## src/rtl/bitserial_mac_array.sv

```systemverilog
// LANES-wide bit-serial multiply-accumulate engine: parallel multiplicand, LSB-first serial multiplier,
// unsigned or two's-complement, optional accumulation, valid/ready result handshake.
module bitserial_mac_array #(
    parameter int unsigned MCAND_WIDTH  = 16,
    parameter int unsigned MPLIER_WIDTH = 16,
    parameter int unsigned LANES        = 4,
    parameter int unsigned ACC_WIDTH    = 40
) (
    input  logic                                 clk,
    input  logic                                 rst_n,
    input  logic                                 start,
    output logic                                 in_ready,
    input  logic                                 signed_mode,
    input  logic                                 accumulate,
    input  logic [$clog2(MPLIER_WIDTH+1)-1:0]    nbits,
    input  logic [LANES*MCAND_WIDTH-1:0]         mcand,
    input  logic [LANES-1:0]                     serial_bit,
    output logic                                 bit_req,
    input  logic                                 abort,
    output logic [LANES*ACC_WIDTH-1:0]           acc_out,
    output logic                                 out_valid,
    input  logic                                 out_ready
);

    localparam int unsigned NB_W    = $clog2(MPLIER_WIDTH + 1);
    localparam int unsigned EXT_W   = ACC_WIDTH - MCAND_WIDTH;

    typedef enum logic [1:0] {
        ST_IDLE = 2'd0,
        ST_CALC = 2'd1,
        ST_DONE = 2'd2
    } state_e;

    state_e                              state_q, state_d;
    logic [NB_W-1:0]                     count_q, count_d;
    logic [NB_W-1:0]                     n_q, n_d;
    logic                                signed_q, signed_d;
    logic [LANES-1:0][MCAND_WIDTH-1:0]   mcand_q, mcand_d;
    logic [LANES-1:0][ACC_WIDTH-1:0]     acc_q, acc_d;
    logic                                in_ready_q, in_ready_d;
    logic                                bit_req_q, bit_req_d;
    logic                                out_valid_q, out_valid_d;

    logic [NB_W-1:0]                     n_eff_c;
    logic                                last_bit_c;
    logic [LANES-1:0][ACC_WIDTH-1:0]     term_c;

    // Out-of-range serial length (0 or too long) falls back to the full multiplier width
    assign n_eff_c    = ((nbits == '0) || (nbits > NB_W'(MPLIER_WIDTH))) ? NB_W'(MPLIER_WIDTH) : nbits;
    assign last_bit_c = (count_q == (n_q - NB_W'(1)));

    for (genvar l = 0; l < LANES; l++) begin : g_lane
        logic [ACC_WIDTH-1:0] ext;
        assign ext       = {{EXT_W{signed_q & mcand_q[l][MCAND_WIDTH-1]}}, mcand_q[l]};
        assign term_c[l] = ext << count_q;
    end

    // Next-state and registered-output logic
    always_comb begin
        state_d     = state_q;
        count_d     = count_q;
        n_d         = n_q;
        signed_d    = signed_q;
        mcand_d     = mcand_q;
        acc_d       = acc_q;
        in_ready_d  = in_ready_q;
        bit_req_d   = bit_req_q;
        out_valid_d = out_valid_q;

        case (state_q)
            ST_IDLE: begin
                if (start) begin
                    mcand_d    = mcand;
                    signed_d   = signed_mode;
                    n_d        = n_eff_c;
                    count_d    = '0;
                    if (!accumulate) begin
                        acc_d = '0;
                    end
                    state_d    = ST_CALC;
                    in_ready_d = 1'b0;
                    bit_req_d  = 1'b1;
                end
            end
            ST_CALC: begin
                if (abort) begin
                    acc_d      = '0;
                    count_d    = '0;
                    state_d    = ST_IDLE;
                    in_ready_d = 1'b1;
                    bit_req_d  = 1'b0;
                end else begin
                    // In signed mode the final bit carries weight -2^(N-1)
                    for (int unsigned l = 0; l < LANES; l++) begin
                        if (serial_bit[l]) begin
                            acc_d[l] = (signed_q && last_bit_c) ? (acc_q[l] - term_c[l])
                                                                : (acc_q[l] + term_c[l]);
                        end
                    end
                    count_d = count_q + NB_W'(1);
                    if (last_bit_c) begin
                        state_d     = ST_DONE;
                        bit_req_d   = 1'b0;
                        out_valid_d = 1'b1;
                    end
                end
            end
            ST_DONE: begin
                if (abort || out_ready) begin
                    if (abort) begin
                        acc_d = '0;
                    end
                    state_d     = ST_IDLE;
                    out_valid_d = 1'b0;
                    in_ready_d  = 1'b1;
                end
            end
            default: begin
                state_d     = ST_IDLE;
                in_ready_d  = 1'b1;
                bit_req_d   = 1'b0;
                out_valid_d = 1'b0;
            end
        endcase
    end

    always_ff @(posedge clk or negedge rst_n) begin
        if (!rst_n) begin
            state_q     <= ST_IDLE;
            count_q     <= '0;
            n_q         <= '0;
            signed_q    <= 1'b0;
            mcand_q     <= '0;
            acc_q       <= '0;
            in_ready_q  <= 1'b1;
            bit_req_q   <= 1'b0;
            out_valid_q <= 1'b0;
        end else begin
            state_q     <= state_d;
            count_q     <= count_d;
            n_q         <= n_d;
            signed_q    <= signed_d;
            mcand_q     <= mcand_d;
            acc_q       <= acc_d;
            in_ready_q  <= in_ready_d;
            bit_req_q   <= bit_req_d;
            out_valid_q <= out_valid_d;
        end
    end

    assign in_ready  = in_ready_q;
    assign bit_req   = bit_req_q;
    assign out_valid = out_valid_q;
    assign acc_out   = acc_q;

endmodule

```

## config.mk

```make
export PLATFORM = sky130hd
export DESIGN_NAME = bitserial_mac_array
export DESIGN_NICKNAME = d
export VERILOG_FILES = /design/src/rtl/bitserial_mac_array.sv
export SDC_FILE = /design/constraint.sdc
export NUM_CORES = 1
export LEC_CHECK = 0
export ABC_AREA = 1
export BUFFER_PORTS_ARGS = -buffer_cell sky130_fd_sc_hd__buf_2
export CORE_AREA = 2 2 245 247
export CTS_CLUSTER_DIAMETER = 200
export DETAILED_ROUTE_END_ITERATION = 12
export DIE_AREA = 0 0 247 249
export PLACE_DENSITY = 0.68
export SLEW_MARGIN = 10
export SYNTH_ARGS = -nofsm -noshare
export SYNTH_HDL_FRONTEND = slang
export SYNTH_SLANG_ARGS = --single-unit
```

## constraint.sdc

```tcl
create_clock -name clk -period 6.8 [get_ports clk]
set_input_delay 0.68 -clock clk [delete_from_list [all_inputs] [get_ports clk]]
set_output_delay 0.68 -clock clk [all_outputs]
set_load 0.02 [all_outputs]
```

Yosys cells after proc, flatten, opt, wreduce, memory -nomap -nowiden
Cells that the tools add are included.
{ "totals": {"ff_bits": 240, "output_inout_bits": 163} }
{ "op_classes": {"add_sub_neg": 10, "n_lt_le_gt_ge": 1, "eq_ne": 15, "shift": 4, "n_mux": 35, "bitwise_logic": 6, "reduce_logical": 17} }
{ "op_table": {"columns": ["cell", "count"], "rows": [
  ["2-to-1 mux 160 bit", 5],
  ["one-hot mux 160 bit (3 select lines)", 1],
  ["2-to-1 mux 40 bit", 8],
  ["adder 40 bit", 4],
  ["left shift 40 x 5 -> 40 bit", 4],
  ["subtractor 40 bit", 4],
  ["AND reduction 6 bit", 4],
  ["2-to-1 mux 5 bit", 3],
  ["inequality test 3 bit (second input constant)", 5],
  ["inequality test 2 bit (second input constant)", 7],
  ["one-hot mux 5 bit (2 select lines)", 1],
  ["2-to-1 mux 1 bit", 9],
  ["one-hot mux 1 bit (3 select lines)", 3],
  ["AND reduction 3 bit", 3],
  ["2-to-1 mux 2 bit", 4],
  ["one-hot mux 2 bit (3 select lines)", 1],
  ["adder 5 x 1 -> 5 bit (second input constant)", 1],
  ["== test 5 bit", 1],
  ["> comparator 5 bit (second input constant)", 1],
  ["zero test 5 bit", 1],
  ["subtractor 5 x 1 -> 5 bit (second input constant)", 1],
  ["bitwise AND 1 bit", 4],
  ["AND reduction 2 bit", 2],
  ["AND reduction 4 bit", 1],
  ["other kinds (8)", 10]
]} }

Longest topological paths before layout
Gate-level depths: netlist of the first run.
{ "depth": {"ltp_word": 7, "mapped_depth": 34} }

Worst setup path after synthesis of the first run
OpenSTA, ideal clock, no wires.
{ "synth_timing": {"kind": "reg-to-reg", "startpoint": "reg n_q[0]", "endpoint": "reg acc_q, in the netlist acc_out[64]", "setup_time_ns": 0.118, "arrival_time_ns": 3.661, "t_required_ns": 6.682, "path_slack_ns": 3.021, "path_stages_with_launch": 19, "path_buffers": 2, "period_less_slack_ns": 3.779, "cell_sequence": "dfrtp_1 inv_1 ha_1 nand3_1 xor2_1 nor3_1 nand2_1 nor2_2 buf_2 buf_2 o21ai_1 fa_1 o31ai_1 a31oi_1 o21ai_0 a21oi_1 or2_2 nand3_1 nand2_1"} }
{ "synth_between": {"elab_chain_len": 7} }
{ "synth_rtl": {"columns": ["item", "line", "text"], "rows": [
  ["from (decl)", "36", "logic [NB_W-1:0] n_q, n_d;"],
  ["from (signal assigned)", "141", "n_q <= n_d;"],
  ["subtractor 5 x 1 -> 5 bit", "50", "assign last_bit_c = (count_q == (n_q - NB_W'(1)));"],
  ["== test 5 bit", "50", null],
  ["logical AND 1 bit", "96", "acc_d[l] = (signed_q && last_bit_c) ? (acc_q[l] - term_c[l])"],
  ["2-to-1 mux 40 bit", "96", null],
  ["2-to-1 mux 40 bit", "95", "if (serial_bit[l]) begin"],
  ["2-to-1 mux 160 bit", "86", "if (abort) begin"],
  ["one-hot mux 160 bit (3 select lines)", "70", "case (state_q)"],
  ["to (signal assigned)", "134", "acc_q <= '0;"],
  ["to (signal assigned)", "144", "acc_q <= acc_d;"],
  ["to (decl)", "39", "logic [LANES-1:0][ACC_WIDTH-1:0] acc_q, acc_d;"]
]} }
No other way between the ends. The select of a mux whose other input is x is not followed.
A chain may end at the register's enable or synchronous reset.

Worst setup path after layout of the first run
{ "layout_timing": {"startpoint": "reg count_q[0]", "endpoint": "reg acc_q, in the netlist acc_out[157]"} }
{ "layout_between": {"elab_chain_len": 6, "elab_cells_between_ends": 9, "classes_between": "add/sub (2); eq/ne (1); shift (1); mux (4); reduce/logical (1)"} }
{ "layout_rtl": {"columns": ["item", "line", "text"], "rows": [
  ["from (decl)", "35", "logic [NB_W-1:0] count_q, count_d;"],
  ["from (signal assigned)", "140", "count_q <= count_d;"],
  ["left shift 40 x 5 -> 40 bit or == test 5 bit (tied branches)", "55, 50", null],
  ["adder 40 bit (tied with other cells)", "97", ": (acc_q[l] + term_c[l]);"],
  ["2-to-1 mux 40 bit *", "96", null],
  ["2-to-1 mux 40 bit *", "95", null],
  ["2-to-1 mux 160 bit *", "86", null],
  ["one-hot mux 160 bit (3 select lines) *", "70", null]
]} }
Every way passes the cells marked *; elsewhere a longest branch is shown, timed or not. The select of a mux whose other input is x is not followed.

==> results of run 1 <==
==> where the power goes <==
group / internal, mW / total, mW / leakage [nW] / switching (mW)
clock network: 1.04 / 1.77 / 0.508 / 0.734
logic: 4.01 / 13.1 / 14.3 / 9.10
registers: 1.86 / 2.40 / 3.18 / 0.540
total: 6.91 / 17.3 / 18.0 / 10.4
==> tightest hold or removal path, stage by stage <==
cell     delay (ns)
buf_2          0.07
nand2_1        0.04
nand2_1        0.04
==> layout make-up <==
type / count / area [um^2] / share of cell area [%]
flip-flops and latches: 240 / 6020 / 18.9
well taps: 773 / 967 / 3.04
inverters: 479 / 1810 / 5.67
clock buffers: 33 / 793 / 2.49
multi-input cells: 3991 / 20400 / 64.2
repair buffers: 281 / 1530 / 4.80
clock inverters: 23 / 283 / 0.888
==> kinds of logic after synthesis <==
| kind of cell | after synthesis | share of synthesized area [%] |
|---|---|---|
| and+or+nand+nor | 2813 | 41.8 |
| AOI/OAI and AO/OA | 846 | 16.2 |
| buffers and inverters | 646 | 9.12 |
| DFF | 240 | 20.7 |
| adders and majority gates | 167 | 7.29 |
| xor gates and xnor gates | 165 | 5.00 |
==> routing by layer <==
layer	part of all wire, %	global-route usage (%)
met1	46	48.7
met2	43	50.5
met3	8.0	4.89
met4	2.8	8.23
met5	0	0
==> Yosys cell counts (40+ instances only) <==
cell type / instances
clkbuf_1: 59
nand3_2: 46
inv_1: 459
o21ai_0: 306
buf_2: 71
a21oi_1: 311
ha_1: 163
nor2_1: 425
xnor2_1: 40
xor2_1: 124
a31oi_1: 62
nand4_1: 40
nand2_1: 1593
dfrtp_1: 239
nand3_1: 521
nand2_2: 42
==> state kept, by name, indices dropped and copies added, names as in the netlist <==
| name | cells |
|---|---|
| state_q | 2 |
| signed_q | 1 |
| count_q | 5 |
| bit_req | 1 |
| g_lane.ext | 64 |
| in_ready | 1 |
| acc_out | 160 |
| out_valid | 1 |
| n_q | 5 |
==> worst paths after layout <==
check | end | slack (ns) | startpoint
worst max-delay path | acc_out[157] | 1.24 | count_q[0]
worst min-delay path | g_lane[0].ext[10] | 0.26 | mcand[10]
worst max register to register | acc_out[157] | 1.24 | count_q[0]
worst min register to register | in_ready | 0.50 | in_ready
max in group asynchronous | count_q[4] | 4.98 | rst_n
min in group asynchronous | acc_out[7] | 0.59 | rst_n
==> through the flow <==
stage | utilization (%) | hold WS (ns) | area (um^2)
3_5_place_dp | 52.4 | 0.493 | 30800
4_1_cts | 54.3 | 0.242 | 31800
6_report | 54.3 | 0.264 | 31800
3_3_place_gp | 52.4 | 0.472 | 30800
5_1_grt | 54.3 | 0.264 | 31800
2_1_floorplan | - | 0.384 | 29100
==> timing repair <==
action	4_1_cts	5_1_grt
hold buffers	1	0
endpoints found under the hold margin	2	0
resized for setup	0	0
==> summary.md, run 1 <==
| Metric | Value |
|---|---|
| Final Net Count | 5,270 |
| Clock Tree Buf Depth | 3 |
| Number of synthesized flops with an enable pin | 0 |
| Finished Layout Cells | 5,820 |
| Synth Warn # | 0 |
| Syn Area/Cell | 5.96 um^2 |
| Ys flop type | dfrtp_1 |
| HPWL Detailed | 83.2 mm |
| Initial antenna violation count | 0 |
| Post-CTS setup repair buffer count | 0 |
| Top cells by area, synth | dfrtp_1 (21%), nand2_1 (21%), nand3_1 (9.0%) |
| CORE AREA | 58,700 um^2 |
| Clk sink count | 240 |
| GR Overflow Total | 0 |
| CTS clock-pin slew for the worst setup and hold paths | 0.07 ns |
| Setup TNS | 0 ns |
| Sequential area share after synthesis | 20.7% |
| Cell Area, Synth | 29,100 um^2 |
| RSZ-0062 raised after global routing | false |
| # DRC | 0 |
| #FFs+latches synth | 240 |
| DR WL/cell | 17.9 um |
| Slew @ Worst Pin | 1.03 ns |
| # IOs | 243 |
| CP peak stage delay | 0.65 ns |
| Starting Density | 49.5% |
| Status | completed |
| Crit. End Element | flip-flop |
| Final setup viols | 0 |
| Most common cell after layout, fill and taps aside | nand2_1 |
| Leading area contributor after synthesis | dfrtp_1 |
| WP buf/inv | 4 |
| CP arrival | 6.05 ns |
| Maximum vdd drop | 0.000420 V |
| CP Max Fanout | 50 |
| Port Buf Inserts | 242 |
| Max-cap violation count | 0 |
| 1st-iter DRT viols | 3,204 |
| Total CTS buffers | 30 |
| Slew Limit Fails | 0 |
| Setup slack after placement | 1.47 ns |
| Worst R2R Path Depth | 24 |
| Achievable frequency | 180 MHz |
| Die footprint | 61,500 um^2 |
| Pin count of the biggest net entering global routing | 135 |
| Type of origin of the critical path | flip-flop |
| Relative slew slack | 30.9% |
| Hold WC Path Type | in -> reg |
| Hold Crit Depth | 3 |
| Overall Power | 17.3 mW |
| GRT Total Usage | 33.1% |
| Most frequent cells in the layout | nand2_1 (1,592), nand3_1 (521), inv_1 (457) |
| Final cycle utilization of the critical path | 81.7% |
| First-pass GRT wire length | 165 mm |
| CP max-delay cell | inv_2 |
| Vias/cell | 5.65 |
| Post-synth ARST share | 100% |
| Row count | 89 |
| Stages on the worst setup path | 24 |
| Cell Chain, Critical Path | inv_2, buf_4, nand2_1, nand2_1, nand2_1, nor2_1, nand3_1, ha_1, inv_1, o21ai_0, inv_1, ha_1, nand3_1, nand2_1, a21oi_1, o21ai_1, a21oi_1, o21ai_1, nand3_1, nand2_1, a21oi_1, nand2b_1, nand3_1, nand2_1 |
| CTS Root Cell | clkbuf_16 |
| Routed vias | 32,900 |
| Skew final | 0.0132 ns |
| Vias in the first global route | 30,100 |
| Yosys cell types | 67 |
| Syn_nets | 5,124 |
| DRT Pass-1 Iters | 9 |
| Filler cells | 6,115 |
| Layout cells sized above 1 | 10.4% |
| PwrDens | 543 nW/um^2 |
| H-tree levels | 1 |
| Synth Instances | 4,877 |
| Final hold vios | 0 |
| Area growth syn-to-layout | 9.51% |
| Final wirelength | 104 mm |
| Die W | 247 um |
| CTS tree | done |
| Clk_lat worst skew | 0.61 ns |
| Minimum clock period | 5.56 ns |
| Req. time, crit path | 7.30 ns |
| Placed insts | 5,763 |
| Yosys top cell area share | 20.6% |
| RD Place Congestion | 1.00 |
| ANT nets after route | 0 |
| Setup CP Type | reg -> reg |
| Top delay family on crit path | compound AO/OA/AOI/OAI gates |
| Chip Height | 249 um |
| CP most frequent cell | nand2_1 |
| LEAKAGE | 18.0 nW |
| Ant. Diodes | 0 |
| Setup slack after layout | 1.24 ns |
Power figures use the tool's default switching activity.
==> inputs of run 2 (changes only) <==
- clock period: 6.8 -> 5.7 ns (I/O delays scaled with it)
==> summary.md, run 2 (synthesis gave the netlist of run 1 again) <==
| Metric | Value |
|---|---|
| Status | completed |
| Slew @ Worst Pin | 0.957 ns (-0.0782 ns) |
| Hold-fix buffers, CTS | 1 (unchanged) |
| Post-layout util | 54.4% (+0.12 points) |
| Clock Power Share | 9.9% (-0.4 points) |
| Pin count of the biggest net entering global routing | 142 (+5.2%) |
| Met3 Track Usage GR | 5.34% (+0.45 points) |
| Most common cell after layout, fill and taps aside | nand2_1 |
| Port Buf Inserts | 242 (unchanged) |
| WP buf/inv | 2 (-2) |
| Final setup viols | 0 (unchanged) |
| CP arrival | 5.83 ns (-0.22 ns) |
| Clk sink count | 240 (unchanged) |
| Final hold vios | 0 (unchanged) |
| CORE AREA | 58,700 um^2 (unchanged) |
| Setup CP Type | reg -> reg |
| Internal power | 8.26 mW (+20%) |
| Clock Tree Buf Depth | 3 (unchanged) |
| Sw Pwr | 12.4 mW (+19%) |
| GR Overflow Total | 0 (unchanged) |
| Vias in the first global route | 29,900 (-0.47%) |
| Largest register FFs | 160 (unchanged) |
| Achievable frequency | 187 MHz (+4.0%) |
| Setup TNS | 0 ns (unchanged) |
| Slew Limit Fails | 0 (unchanged) |
| Met2 GRT Util | 50.1% (-0.38 points) |
| Initial antenna violation count | 0 (unchanged) |
| Row count | 89 (unchanged) |
| Die W | 247 um (unchanged) |
| Type of origin of the critical path | flip-flop |
| Combinational fraction of design power | 76.1% (+0.3 points) |
| DRT Pass-1 Iters | 8 (-1) |
| DR WL/cell | 18.0 um (+0.22%) |
| Minimum clock period | 5.34 ns (-0.212 ns) |
| Starting Density | 49.5% (unchanged) |
| CP max-delay cell | nor4_1 |
| Switching share of power | 59.9% (-0.075 points) |
| CP peak stage delay | 0.61 ns (-0.04 ns) |
| # DRC | 0 (unchanged) |
| GRT met1 Usage | 49.9% (+1.3 points) |
| Max-cap violation count | 0 (unchanged) |
| Setup slack after placement | 0.597 ns (-0.869 ns) |
| Share of power burned in registers | 14.0% (about the same) |
| Top delay family on crit path | simple AND/OR/NAND/NOR gates |
| First-pass GRT wire length | 166 mm (+0.49%) |
| RSZ-0062 raised after global routing | false |
| Req. time, crit path | 6.19 ns (-1.11 ns) |
| Final Net Count | 5,274 (+0.076%) |
| H-tree levels | 1 (unchanged) |
| Most used routing layer in global routing | met2 |
| Ant. Diodes | 0 (unchanged) |
| Relative slew slack | 36.2% (+5.3 points) |
| Chip Height | 249 um (unchanged) |
| CP most frequent cell | nand2_1 |
| CTS tree | done |
| HPWL Detailed | 83.3 mm (+0.21%) |
| Maximum vdd drop | 0.000603 V (+43%) |
| Clk_lat worst skew | 0.62 ns (about the same) |
| Final cycle utilization of the critical path | 93.7% (+12 points) |
| 1st-iter DRT viols | 3,380 (+5.5%) |
| # IOs | 243 (unchanged) |
| Most frequent cells in the layout | nand2_1 (1,592), nand3_1 (521), inv_1 (457) |
| Layout cells sized above 1 | 10.4% (-0.044 points) |
| GRT Total Usage | 33.4% (+0.24 points) |
| Routed vias | 32,800 (-0.37%) |
| LEAKAGE | 18.1 nW (+0.21%) |
| CTS clock-pin slew for the worst setup and hold paths | 0.07 ns (about the same) |
| CTS Root Cell | clkbuf_16 |
| ANT nets after route | 0 (unchanged) |
| Total CTS buffers | 29 (-3.3%) |
| Final wirelength | 105 mm (+0.26%) |
| Area growth syn-to-layout | 9.75% |
| Vias/cell | 5.63 (-0.41%) |
| # resized after CTS | 0 (unchanged) |
| RD Place Congestion | 1.00 (+0.26%) |
| Post-CTS setup repair buffer count | 0 (unchanged) |
| Crit. End Element | flip-flop |
| PwrDens | 646 nW/um^2 (+19%) |
| Skew final | 0.0258 ns (+0.0126 ns) |
| Setup slack after layout | 0.356 ns (-0.888 ns) |
| CP Max Fanout | 32 (-36%) |
| Hold WC Path Type | in -> reg |
| Die footprint | 61,500 um^2 (unchanged) |
[run 2: cell count changes in the layout (fill, tap and decap cells not counted), sizes merged]
cell / before / now
buf: 280 / 285
clkinv: 13 / 9
clkbuf: 33 / 35
clkinvlp: 7 / 6
[run 2: path summary, 6_finish.rpt]
kind | from | endpoint | slack [ns] | cells after the start
max | count_q[0] | acc_out[35] | 0.36 | 26
min | mcand[16] | g_lane[1].ext[0] | 0.15 | 3
max reg2reg | count_q[0] | acc_out[35] | 0.36 | 26
min reg2reg | in_ready | in_ready | 0.48 | 2
max in group asynchronous | rst_n | count_q[4] | 3.79 | 3
min in group asynchronous | rst_n | acc_out[5] | 0.50 | 2
[run 2: routing by layer]
layer	vias to the layer above	routed length, um
met2	1309	44400
li1	16400	-
met1	15000	49200
met4	0	1990
met5	-	0
met3	127	8890
[run 2: worst min-delay path: cells and delay by family]
family / cells / cell delay, ns
buf+inv: 1 / 0.07
simple gates: 2 / 0.08
[run 2: per-stage QoR]
| stage | total power [mW] | cell area (um^2) | hold slack, ns | cells |
|---|---|---|---|---|
| 2_1_floorplan | 14.1 | 29100 | 0.274 | 4877 |
| 3_3_place_gp | 18.2 | 30900 | 0.474 | 5768 |
| 3_5_place_dp | 18.3 | 30900 | 0.475 | 5768 |
| 4_1_cts | 20.4 | 31900 | 0.133 | 5822 |
| 5_1_grt | 22.6 | 31900 | 0.144 | 5822 |
| 6_report | 20.6 | 31900 | 0.146 | 5822 |
[run 2: cell type report]
class / instances / area [um^2]
Clock inverter: 18 / 241
Fill cell: 6238 / 26800
Timing Repair Buffer: 286 / 1670
Multi-Input combinational cell: 3991 / 20400
Sequential cell: 240 / 6020
Tap cell: 773 / 967
Inverter: 479 / 1810
Clock buffer: 35 / 768
[run 2: power groups by stage]
stage | sequential, mW | combinational [mW] | clock [mW]
floorplan | 3.00 | 11.1 | 0
global placement | 2.89 | 15.3 | 0
detailed placement | 2.89 | 15.4 | 0
CTS | 2.87 | 15.5 | 2.07
global route | 2.93 | 17.6 | 2.14
finish | 2.88 | 15.7 | 2.03
